`config.mk`:
```
export PLATFORM = sky130hd
export DESIGN_NAME = button_conditioner
export DESIGN_NICKNAME = d
export VERILOG_FILES = /design/src/rtl/button_conditioner.sv
export SDC_FILE = /design/constraint.sdc
export NUM_CORES = 1
export LEC_CHECK = 0
export ABC_AREA = 1
export BUFFER_PORTS_ARGS = -buffer_cell sky130_fd_sc_hd__buf_2
export CAP_MARGIN = 15
export CORE_MARGIN = 4
export CORE_UTILIZATION = 40
export CTS_CLUSTER_DIAMETER = 120
export CTS_CLUSTER_SIZE = 16
export DETAILED_ROUTE_END_ITERATION = 8
export GPL_TIMING_DRIVEN = 0
export SLEW_MARGIN = 20
export SYNTH_ARGS = -nofsm -noshare
export SYNTH_HDL_FRONTEND = slang
export SYNTH_SLANG_ARGS = --single-unit
```
`constraint.sdc`:
```
create_clock -name clk -period 1.65 [get_ports clk]
set_input_delay 0.33 -clock clk [delete_from_list [all_inputs] [get_ports clk]]
set_output_delay 0.33 -clock clk [all_outputs]
set_load 0.1 [all_outputs]
```
`src/rtl/button_conditioner.sv`:
```
// Push-button front end: per-button 2-flop synchronizer, debounce filter,
// press/release edge detect and optional auto-repeat, all in one clock domain.
module button_conditioner #(
  parameter int                  NUM_BTNS        = 5,
  parameter int                  DEBOUNCE_CYCLES = 655,
  parameter int                  HOLD_CYCLES     = 16384,
  parameter int                  REPEAT_CYCLES   = 3277,
  parameter logic [NUM_BTNS-1:0] REPEAT_MASK     = 5'b01100
) (
  input  logic                clk,
  input  logic                rst,
  input  logic [NUM_BTNS-1:0] btn_raw,
  output logic [NUM_BTNS-1:0] btn_level,
  output logic [NUM_BTNS-1:0] btn_press,
  output logic [NUM_BTNS-1:0] btn_release,
  output logic [NUM_BTNS-1:0] btn_repeat,
  output logic [NUM_BTNS-1:0] btn_event
);

  localparam int DW   = $clog2(DEBOUNCE_CYCLES);
  localparam int HMAX = (HOLD_CYCLES > REPEAT_CYCLES) ? HOLD_CYCLES : REPEAT_CYCLES;
  localparam int HW   = $clog2(HMAX) + 1;

  localparam logic [DW-1:0] DB_LAST = DW'(DEBOUNCE_CYCLES - 1);
  localparam logic [DW-1:0] DB_ONE  = DW'(1);

  for (genvar i = 0; i < NUM_BTNS; i++) begin : g_btn
    logic          s1_q;
    logic          s2_q;
    logic          level_q;
    logic          level_d;
    logic          prev_q;
    logic [DW-1:0] dcnt_q;
    logic [DW-1:0] dcnt_d;

    always_ff @(posedge clk) begin
      if (rst) begin
        s1_q    <= 1'b0;
        s2_q    <= 1'b0;
        level_q <= 1'b0;
        prev_q  <= 1'b0;
        dcnt_q  <= '0;
      end else begin
        s1_q    <= btn_raw[i];
        s2_q    <= s1_q;
        level_q <= level_d;
        prev_q  <= level_q;
        dcnt_q  <= dcnt_d;
      end
    end

    // Any sample that agrees with the accepted level restarts the stability count,
    // so a glitch shorter than DEBOUNCE_CYCLES leaves no trace.
    always_comb begin
      level_d = level_q;
      dcnt_d  = '0;
      if (s2_q != level_q) begin
        if (dcnt_q == DB_LAST) begin
          level_d = s2_q;
        end else begin
          dcnt_d = dcnt_q + DB_ONE;
        end
      end
    end

    assign btn_level[i]   = level_q;
    assign btn_press[i]   = level_q & ~prev_q;
    assign btn_release[i] = ~level_q & prev_q;

    if (REPEAT_MASK[i]) begin : g_rep
      localparam logic [HW-1:0] HOLD_T = HW'(HOLD_CYCLES);
      localparam logic [HW-1:0] REP_T  = HW'(REPEAT_CYCLES);
      localparam logic [HW-1:0] H_ONE  = HW'(1);

      logic [HW-1:0] hcnt_q;
      logic [HW-1:0] hcnt_d;
      logic          phase_q;
      logic          phase_d;
      logic          hit;

      // hcnt counts cycles since the press cycle (or since the last repeat);
      // phase selects the initial hold delay versus the shorter repeat interval.
      assign hit = level_q & (hcnt_q == (phase_q ? REP_T : HOLD_T));

      always_ff @(posedge clk) begin
        if (rst) begin
          hcnt_q  <= '0;
          phase_q <= 1'b0;
        end else begin
          hcnt_q  <= hcnt_d;
          phase_q <= phase_d;
        end
      end

      always_comb begin
        hcnt_d  = hcnt_q;
        phase_d = phase_q;
        if (!level_q) begin
          hcnt_d  = '0;
          phase_d = 1'b0;
        end else if (hit) begin
          hcnt_d  = H_ONE;
          phase_d = 1'b1;
        end else begin
          hcnt_d = hcnt_q + H_ONE;
        end
      end

      assign btn_repeat[i] = hit;
    end else begin : g_norep
      assign btn_repeat[i] = 1'b0;
    end
  end

  assign btn_event = btn_press | btn_repeat;

endmodule

```
---- Word level (Yosys, flattened, before mapping) ----
Cells that the tools add are included.
storage, ports and cells
  flip-flop bits (word level) ............. 102
  output and inout bits ................... 25
  word-level logic and storage cells ...... 96
operators by class
  $add $sub $neg .......................... 7
  equal/unequal tests ..................... 12
  multiplexer cells ....................... 4
  bitwise gates (word level) .............. 28
  reduce and logical (&&, ||, !) cells .... 14
operators with widths
  kind                                           number
  adder 10 x 1 -> 10 bit, second input constant  5
  == test 10 bit, second input constant          5
  adder 15 x 1 -> 15 bit, second input constant  2
  == test 15 bit                                 2
  two-way mux 15 bit                             2
  OR reduction 3 bit                             7
  NOT 1 bit                                      15
  bitwise AND 1 bit                              12
  AND reduction 2 bit                            5
  != test 1 bit                                  5
  bitwise OR 5 x 4 -> 5 bit                      1
  OR reduction 2 bit                             2
  two-way mux 1 bit                              2

---- Longest topological paths before layout ----
Gate-level depths: netlist of the first run.
  word-level depth ........................ 4
  depth in mapped cells ................... 10
  depth with buffers taken out ............ 9

---- Worst setup path before layout of the first run ----
No wires, ideal clock.
  kind .................................... flip-flop to output port
  from .................................... reg g_btn[2].level_q
  to ...................................... out btn_event[2]
  arrival time ............................ 2.600 ns
  slack ................................... -1.280 ns
  stages on the path, launching flop included .. 3
  buffers on the path ..................... 0
  cell sequence ........................... dfxtp_1 -> inv_1 -> o21ai_0
on the way
  cells in the longest elaborated chain, start to end .. 2
ends and longest elaborated chain
  item                                         line    RTL
  start, declared                              30      logic level_q;
  start signal, assigned                       46      level_q <= level_d;
  bitwise AND 1 bit, on equally long branches  67, 83
  bitwise OR 5 x 4 -> 5 bit *                  115     assign btn_event = btn_press | btn_repeat;
  end, declared                                17      output logic [NUM_BTNS-1:0] btn_event
Mark *: on every way between the ends. The rest lies on a longest branch, timed or not.

---- Worst setup path after layout of the first run ----
  from .................................... reg g_btn[3].g_rep.phase_q
  to ...................................... out btn_repeat[3]
on the way
  cells in the longest elaborated chain, start to end .. 3
ends and longest elaborated chain
  item                    line  RTL
  start, declared         77    logic phase_q;
  start signal, assigned  91    phase_q <= phase_d;
  two-way mux 15 bit      83    assign hit = level_q & (hcnt_q == (phase_q ? REP_T : HOLD_T));
  == test 15 bit          83
  bitwise AND 1 bit       83
  end, declared           16    output logic [NUM_BTNS-1:0] btn_repeat,
No other way between the ends.

==> results of run 1 <==
==> stage by stage <==
step	utilization, %	setup TNS [ns]	area [um^2]	hold slack (ns)	cells
6_report	51.2	-0.739	5930	0.192	872
5_1_grt	51.2	-1.19	5930	0.190	872
4_1_cts	49.5	-0.811	5720	0.177	868
3_5_place_dp	44.9	-0.623	5190	0.398	843
3_3_place_gp	44.9	-0.549	5190	0.398	843
2_1_floorplan	-	-0.127	4870	0.388	673
==> synthesized netlist by cell type, drive strengths merged (3+ instances only) <==
master,number
buf,20
nand3,41
ha,12
nand3b,4
nor2,172
inv,79
a21oi,19
nand2,124
o21ai,12
nor3,14
xor2,28
xnor2,17
nand4,18
or2,3
dfxtp,102
==> sequential cells by signal (all words and copies together) (netlist names) <==
register,flops
g_btn.dcnt_q,50
g_btn.g_rep.hcnt_q,30
g_btn.g_rep.phase_q,2
g_btn.level_q,5
g_btn.prev_q,5
g_btn.s1_q,5
g_btn.s2_q,5
==> report_power, final <==
part           total, mW  internal [mW]  switching [mW]
clock               1.97           1.14           0.835
sequential          2.46           2.45         0.00994
combinational     0.0855         0.0212          0.0643
==> cell families (layout without fill, tap and decap cells) <==
logic type,count (synthesis),count (layout)
buf+inv,100,156
simple gates,377,377
compound gates,34,34
flops,102,102
other cells,1,3
fa+ha+maj,12,12
xor+xnor,45,45
==> worst max-delay path, delay by kind of cell, from the launching register on <==
family | cells | cell delay, ns
and+or+nand+nor | 6 | 0.47
buffers and inverters | 3 | 0.34
DFF | 1 | 0.38
==> per-layer routing <==
layer  GRT usage, %  share of wire [%]  vias up
met1           16.5                 46     1852
li1               -                  -     2180
met3           3.80                3.0       12
met5              0                  0        -
met2           24.1                 49       47
met4           5.05                1.5        0
==> worst paths after layout <==
check	to	cells after the start	slack, ns	start
setup / recovery	btn_repeat[3]	9	-0.21	g_btn[3].g_rep.phase_q
setup reg to reg	g_btn[2].g_rep.hcnt_q[9]	10	0.16	g_btn[2].g_rep.phase_q
hold / removal	g_btn[3].s1_q	3	0.19	btn_raw[3]
hold reg to reg	g_btn[2].s2_q	2	0.41	g_btn[2].s1_q
==> cell type report <==
class                   instances  area (um^2)  area share [%]
multi-input cells             471         2490            42.0
flip-flops and latches        102         2120            35.7
repair buffers                 45          420            7.09
inverters                      80          305            5.15
clock buffers                   9          225            3.80
well taps                     143          179            3.02
plain buffers                  19          150            2.53
clock inverters                 3         40.0           0.676
==> timing repair <==
action / in CTS / in global routing
pin swaps: 15 / 15
resized for setup: 73 / 56
gates cloned: 0 / 0
buffers inserted: 14 / 4
endpoints found under the hold margin: 0 / 0
endpoints found under the setup margin: 16 / 25
==> results.json, run 1 <==
{
  "outcome": "finished, violations left",
  "failed_checks": "negative setup slack",
  "combinational_family_with_the_most_area_after_synthesis": "simple AND/OR/NAND/NOR gates",
  "timing_hold_violations_final": 0,
  "cts_tree": "done",
  "critical_path.max_stage_delay_ns": 0.38,
  "insertedDiodeCount": 0,
  "start_util_pct": 41.5,
  "die_height_um": 117,
  "layout_common_cells": "nor2_1, nand2_1, inv_1",
  "report.power.total_mw": 4.52,
  "clock_sink_count": 102,
  "root_buffer": "clkbuf_16",
  "grt_antenna_before_repair": 0,
  "timing.max_cap.violations": 0,
  "cp-end-kind": "primary output",
  "crit_path_max_fanout": 8,
  "final_antenna_net_count": 0,
  "min_setup_slack_post_route_ns": -0.209,
  "placeable_core_region_um2": 11600,
  "drt-pass1-iter-count": 5,
  "crit_type": "flip-flop to primary output",
  "synth.yosys.seq_area_share_pct": 42.6,
  "post_synth_inst_count": 671,
  "grt_overflow": 0,
  "max_clock_freq_ghz": 0.538,
  "global_route_wire_length_before_repair_mm": 16.4,
  "drive_above_1_share_pct": 21.8,
  "synth-adder-area-share_pct": 3.13,
  "synth_area_leaders": "dfxtp_1, nor2_1, nand2_1",
  "postSynth.topFlopCell": "dfxtp_1",
  "routability_congestion_estimate_from_global_placement": 0.869,
  "hold_buffers": 0,
  "yosysTopAreaCellShare_pct": 42.6,
  "num-nets-final": 747,
  "number_of_enable_type_register_cells_in_the_synthesized_netlist": 0,
  "flow.area_growth_from_synthesis_pct": 23.6,
  "power_density_nw_per_um2": 762,
  "clkLatencyLatePin_ns": 0.34,
  "post-route-period-util_pct": 113,
  "final_period_minus_worst_setup_slack_ns": 1.86,
  "critical_path.cell_chain": "inv_2 > nand2_1 > nand2_2 > nand2_2 > nor3_2 > nand3_1 > nor2_1 > buf_4 > buf_12",
  "first_global_vias": 3871,
  "area_enclosed_by_the_die_boundary_um2": 13800,
  "postSynth.asyncResetShare_pct": 0,
  "finalSetupViolCount": 4,
  "ioPinCount": 32,
  "ctsHtreeMaxLevel": 3,
  "cts_buffer_depth": 2,
  "num_vias": 4091,
  "yosys.cell_types.count": 30,
  "synth_warnings": 0,
  "portBuffers": 27,
  "cts-buffers-inserted": 9,
  "worst_ep_arrival_time_ns": 1.53,
  "postSynthRegisterBits": 102,
  "maximum_resistive_drop_on_vdd_mv": 0.502,
  "slowest_stage": "dfxtp_4",
  "crit_top_cell": "nand2_2",
  "clock-skew-final_ns": 0.00717,
  "finalMaxSlewViolations": 0,
  "critical_path_required_ns": 1.32,
  "drt_first_iter_violations": 223,
  "synth-compound-area-share_pct": 3.94,
  "yosys-mux-area-fraction_pct": 0,
  "p_leak_nw": 2.21,
  "synth_area_per_cell_um2": 7.15,
  "totalWireLength_mm": 9.20,
  "synth_largest_area_cell": "dfxtp_1",
  "post_drt_via_cell_ratio": 4.69,
  "cts.reportedPaths.clkPinSlew_ns": 0.06,
  "layout_commonest_cell": "nor2_1",
  "cp-start-kind": "flip-flop",
  "syn-cell-area_um2": 4790,
  "grt_max_degree": 15,
  "place_hpwl_mm": 6.48,
  "worstHoldPathType": "input pin to flip-flop",
  "synthXorXnorAreaFrac_pct": 8.22,
  "place_ws_ns": -0.253,
  "detail_routed_net_length_per_standard_cell_um": 10.5,
  "synthSimpleGateAreaFrac_pct": 32.7,
  "setup_repair_after_global_routing_missed_its_margin": "yes",
  "route.detailed.drc": 0,
  "num_rows": 39,
  "die_w_um": 117,
  "global_route.usage.total_pct": 13.9,
  "final.fill_count": 1086
}
(Power assumes the default switching activity.)
==> run 2: changes to the inputs <==
--- a/config.mk
+++ b/config.mk
@@ -6,8 +6,10 @@
 export NUM_CORES = 1
 export LEC_CHECK = 0
 export ABC_AREA = 1
+export ABC_CLOCK_PERIOD_IN_PS = 1650
 export BUFFER_PORTS_ARGS = -buffer_cell sky130_fd_sc_hd__buf_2
 export CAP_MARGIN = 15
+export CORE_ASPECT_RATIO = 1.25
 export CORE_MARGIN = 4
 export CORE_UTILIZATION = 40
 export CTS_CLUSTER_DIAMETER = 120
==> results.json, run 2 (synthesis gave the netlist of run 1 again) <==
{
  "outcome": "finished, violations left",
  "failed_checks": "negative setup slack",
  "clock_sink_count": 102,
  "final.fill_count": 1184,
  "num_vias": 4046,
  "setup.worst_path.start": "g_btn[3].g_rep.phase_q",
  "grt_overflow": 0,
  "layout_commonest_cell": "nor2_1",
  "flow.area_growth_from_synthesis_pct": 23.0,
  "post-route-period-util_pct": 117,
  "root_buffer": "clkbuf_16",
  "tightestPinTransition_ns": 0.595,
  "largestRegisters": "g_btn.dcnt_q (50), g_btn.g_rep.hcnt_q (30)",
  "setup-tns-final_ns": -0.918,
  "setup_repair_after_global_routing_missed_its_margin": "yes",
  "num_rows": 44,
  "clkLatencyLatePin_ns": 0.35,
  "report.power.total_mw": 5.14,
  "finalSetupViolCount": 4,
  "die_w_um": 106,
  "worst_ep_arrival_time_ns": 1.59,
  "cts_tree": "done",
  "place_hpwl_mm": 6.41,
  "ioPinCount": 32,
  "min_setup_slack_post_route_ns": -0.273,
  "cts-buffers-inserted": 9,
  "route.detailed.drc": 0,
  "max_clock_freq_ghz": 0.520,
  "portBuffers": 27,
  "largest_register_ffs": 50,
  "sequential_cell_area_um2": 2100,
  "insertedDiodeCount": 0,
  "finalMaxSlewViolations": 0,
  "post_drt_via_cell_ratio": 4.57,
  "p_leak_nw": 2.16,
  "layout.cells.non_filler": 885,
  "timing_hold_violations_final": 0,
  "num-nets-final": 738,
  "first_global_vias": 3719,
  "drive_above_1_share_pct": 19.6,
  "hold_start": "btn_raw[2]",
  "grt_antenna_before_repair": 0,
  "maximum_resistive_drop_on_vdd_mv": 0.451,
  "place_ws_ns": -0.267,
  "final_period_minus_worst_setup_slack_ns": 1.92,
  "utilization_pct": 50.5,
  "cp-start-kind": "flip-flop",
  "timing.max_cap.violations": 0,
  "totalWireLength_mm": 9.01,
  "detail_routed_net_length_per_standard_cell_um": 10.2,
  "global_route.usage.total_pct": 13.9,
  "worstHoldPathType": "input pin to flip-flop",
  "crit_path_max_fanout": 6,
  "final_antenna_net_count": 0,
  "largest_register_by_flop_count": "g_btn.dcnt_q",
  "clock-skew-final_ns": 0.00661,
  "slew_headroom_pct": 60.3,
  "crit_type": "flip-flop to primary output",
  "regToRegStartpoint": "g_btn[3].g_rep.phase_q",
  "cts_buffer_depth": 2,
  "ctsHtreeMaxLevel": 3,
  "cts.reportedPaths.clkPinSlew_ns": 0.07,
  "grt_max_degree": 18,
  "critical_path_required_ns": 1.32,
  "drt-pass1-iter-count": 4,
  "routability_congestion_estimate_from_global_placement": 0.815,
  "dpl.cell_count": 861,
  "die_height_um": 130,
  "start_util_pct": 41.1,
  "drt_first_iter_violations": 158,
  "area_enclosed_by_the_die_boundary_um2": 13800,
  "total_area_of_multi_input_combinational_cells_um2": 2450,
  "layout_common_cells": "nor2_1, nand2_1, inv_1, dfxtp_1, nand3_1",
  "power_density_nw_per_um2": 872,
  "global_route_wire_length_before_repair_mm": 15.9,
  "placeable_core_region_um2": 11700,
  "cp-end-kind": "primary output"
}
-- run 2: cell types whose count changed in the layout (fill, tap and decap cells not counted), moves of 3 or more --
cell	change
buf_4	-6
bufinv_16	+3
dfxtp_1	+3
dfxtp_4	-5
nand2_1	+8
nand2_2	-6
-- run 2: report_power, final --
group | internal [mW] | switching (mW)
registers | 2.46 | 0.0104
logic | 0.0213 | 0.0650
clock network | 1.64 | 0.940
-- run 2: final timing paths --
path | end | slack (ns) | cells past startpoint
worst max-delay path | btn_event[3] | -0.27 | 6
worst min-delay path | g_btn[2].s1_q | 0.18 | 3
worst max register to register | g_btn[3].g_rep.hcnt_q[9] | 0.16 | 8
worst min register to register | g_btn[0].s2_q | 0.40 | 2
-- run 2: what timing repair did --
action	CTS	global route
endpoints found under the setup margin	17	27
resized for setup	80	22
pin swaps	11	8
endpoints found under the hold margin	0	0
hold buffers	0	0
setup buffers	6	3
-- run 2: metal layers --
| metal | wire length (um) | part of all wire [%] | up-vias | track usage [%] |
|---|---|---|---|---|
| met4 | 227 | 2.5 | 0 | 7.01 |
| met3 | 303 | 3.4 | 17 | 3.44 |
| met2 | 4190 | 47 | 45 | 23.1 |
| li1 | - | - | 2172 | - |
| met1 | 4280 | 48 | 1812 | 16.9 |
| met5 | 0 | 0 | - | 0 |
-- run 2: metrics by stage --
| stage | instance area, um^2 | hold slack [ns] |
|---|---|---|
| 6_report | 5900 | 0.182 |
| 5_1_grt | 5900 | 0.187 |
| 4_1_cts | 5810 | 0.173 |
| 3_5_place_dp | 5210 | 0.397 |
| 3_3_place_gp | 5210 | 0.396 |
| 2_1_floorplan | 4870 | 0.388 |
-- run 2: worst max-delay path: stages (launching register included) --
cell     delay, ns
dfxtp_4       0.37
buf_4         0.13
xor2_1        0.15
nor2_1        0.13
nand3_2       0.13
a21oi_4       0.16
buf_12        0.19
-- run 2: cell type report --
type                    instances  area share (%)
multi-input cells             471            41.5
flip-flops and latches        102            35.6
plain buffers                  19            2.55
clock inverters                 7            2.42
inverters                      80            5.14
well taps                     161            3.42
clock buffers                   9            3.82
repair buffers                 36            5.54
==> run 3: changes to the inputs <==
--- a/config.mk
+++ b/config.mk
@@ -6,7 +6,7 @@
 export NUM_CORES = 1
 export LEC_CHECK = 0
 export ABC_AREA = 1
-export ABC_CLOCK_PERIOD_IN_PS = 1650
+export ABC_CLOCK_PERIOD_IN_PS = 1850
 export BUFFER_PORTS_ARGS = -buffer_cell sky130_fd_sc_hd__buf_2
 export CAP_MARGIN = 15
 export CORE_ASPECT_RATIO = 1.25
==> constraint.sdc (replaced) <==
create_clock -name clk -period 1.85 [get_ports clk]
set_input_delay 0.37 -clock clk [delete_from_list [all_inputs] [get_ports clk]]
set_output_delay 0.37 -clock clk [all_outputs]
set_load 0.1 [all_outputs]
==> results.json, run 3 (synthesis gave the netlist of run 1 again) <==
{
  "grtUsageMet2_pct": 25.3,
  "dpl.cell_count": 861,
  "worst_ep_arrival_time_ns": 1.57,
  "max_clock_freq_ghz": 0.516,
  "place_hpwl_mm": 6.74,
  "grt_antenna_before_repair": 0,
  "hold_start": "btn_raw[0]",
  "clkLatencyLatePin_ns": 0.35,
  "cp-end-kind": "primary output",
  "timing.hold.worst_path_depth": 3,
  "outcome": "finished, violations left",
  "ioPinCount": 32,
  "setup-tns-final_ns": -0.263,
  "power.share.combinational_pct": 1.8,
  "die_w_um": 106,
  "switching_share_pct": 20.8,
  "setup.worst_path.start": "g_btn[3].g_rep.phase_q",
  "cp-start-kind": "flip-flop",
  "seq_power_share_pct": 53.1,
  "num-nets-final": 743,
  "final_period_minus_worst_setup_slack_ns": 1.94,
  "cts.reportedPaths.clkPinSlew_ns": 0.07,
  "largest_register_ffs": 50,
  "root_buffer": "clkbuf_16",
  "layout.cells.non_filler": 889,
  "largest_register_by_flop_count": "g_btn.dcnt_q",
  "clock-skew-final_ns": 0.00726,
  "detail_routed_net_length_per_standard_cell_um": 10.5,
  "cts-buffers-inserted": 9,
  "timing_hold_violations_final": 0,
  "cts_buffer_depth": 2,
  "totalWireLength_mm": 9.33,
  "net-switching-power_mw": 0.865,
  "crit_type": "flip-flop to primary output",
  "portBuffers": 27,
  "drt-pass1-iter-count": 4,
  "flow.area_growth_from_synthesis_pct": 20.9,
  "layout_common_cells": "nor2_1, nand2_1, dfxtp_1",
  "fin_hold_ws_ns": 0.227,
  "clock_sink_count": 102,
  "global_route_wire_length_before_repair_mm": 16.2,
  "grt_use_met3_pct": 2.31,
  "failed_checks": "negative setup slack",
  "tightestPinTransition_ns": 0.506,
  "critical_path_required_ns": 1.48,
  "worstHoldPathType": "input pin to flip-flop",
  "grt_max_degree": 16,
  "crit_path_max_fanout": 6,
  "regToRegStartpoint": "g_btn[1].dcnt_q[0]",
  "p_leak_nw": 2.17,
  "use_met1_pct": 16.2,
  "largestRegisters": "g_btn.dcnt_q (50), g_btn.g_rep.hcnt_q (30)",
  "timing.max_cap.violations": 0,
  "first_global_vias": 3757,
  "finalMaxSlewViolations": 0,
  "total_area_of_multi_input_combinational_cells_um2": 2460,
  "maximum_resistive_drop_on_vdd_mv": 0.322,
  "route.detailed.drc": 0,
  "insertedDiodeCount": 0,
  "post_drt_via_cell_ratio": 4.60,
  "die_height_um": 130,
  "final_antenna_net_count": 0,
  "ctsHtreeMaxLevel": 3,
  "placeable_core_region_um2": 11700,
  "start_util_pct": 41.1,
  "layout_commonest_cell": "nor2_1",
  "grt_overflow": 0,
  "area_enclosed_by_the_die_boundary_um2": 13800,
  "worst-r2r-cell-count": 7,
  "sequential_cell_area_um2": 2090,
  "routability_congestion_estimate_from_global_placement": 0.840,
  "drive_above_1_share_pct": 19.4,
  "slew_headroom_pct": 66.3,
  "drt_first_iter_violations": 137,
  "min_setup_slack_post_route_ns": -0.0885,
  "clock_power_share_pct": 45.1,
  "power_density_nw_per_um2": 717,
  "finalSetupViolCount": 4,
  "intPower_mw": 3.29,
  "post-route-period-util_pct": 105,
  "cts_tree": "done",
  "global_route.usage.total_pct": 14.2,
  "ff2ff_setup_slack_ns": 0.34,
  "top_usage_layer": "met2",
  "num_rows": 44,
  "setup_repair_after_global_routing_missed_its_margin": "yes",
  "num_vias": 4085,
  "final.fill_count": 1182
}
-- run 3: final timing paths --
kind | to
setup / recovery | btn_event[3]
hold / removal | g_btn[0].s1_q
setup reg to reg | g_btn[1].dcnt_q[7]
hold reg to reg | g_btn[1].s2_q
-- run 3: metrics by stage --
step	area [um^2]	setup slack (ns)	utilization, %	power, mW
final	5790	-0.0885	49.6	4.16
after global routing	5790	-0.163	49.6	4.31
after CTS	5690	-0.140	48.8	4.23
after detailed placement	5190	-0.113	44.5	2.34
after global placement	5190	-0.104	44.5	2.34
after floorplan	4860	0.0389	-	2.33
-- run 3: worst max-delay path, stage by stage, from the launching register on --
cell	delay, ns
dfxtp_4	0.37
inv_2	0.06
nand2_2	0.05
nand2_2	0.07
nand2_2	0.07
nor2_2	0.09
nand3_2	0.11
a21oi_4	0.20
buf_12	0.19
-- run 3: what timing repair did --
action,4_1_cts,5_1_grt
hold buffers,0,0
pin swaps,15,17
gates resized for setup,53,30
endpoints found under the setup margin,8,7
buffers inserted,11,3
-- run 3: final cells by class --
class / count / share of cell area [%]
flip-flops and latches: 102 / 36.0
plain buffers: 19 / 2.40
inverters: 80 / 5.18
clock buffers: 11 / 4.19
multi-input cells: 471 / 42.4
well taps: 161 / 3.48
clock inverters: 4 / 0.821
repair buffers: 41 / 5.48
-- run 3: metal layers --
layer / vias to the layer above / routed length [um] / part of all wire (%)
met1: 1852 / 4230 / 45
met3: 17 / 276 / 3.0
met5: - / 0 / 0
met2: 46 / 4570 / 49
li1: 2170 / - / -
met4: 0 / 248 / 2.7
-- run 3: power by group through the flow --
| stage | sequential [mW] | clock (mW) | combinational, mW |
|---|---|---|---|
| floorplan | 2.27 | 0 | 0.0600 |
| global placement | 2.27 | 0 | 0.0766 |
| detailed placement | 2.27 | 0 | 0.0770 |
| CTS | 2.21 | 1.94 | 0.0773 |
| global route | 2.21 | 2.02 | 0.0841 |
| finish | 2.21 | 1.87 | 0.0757 |
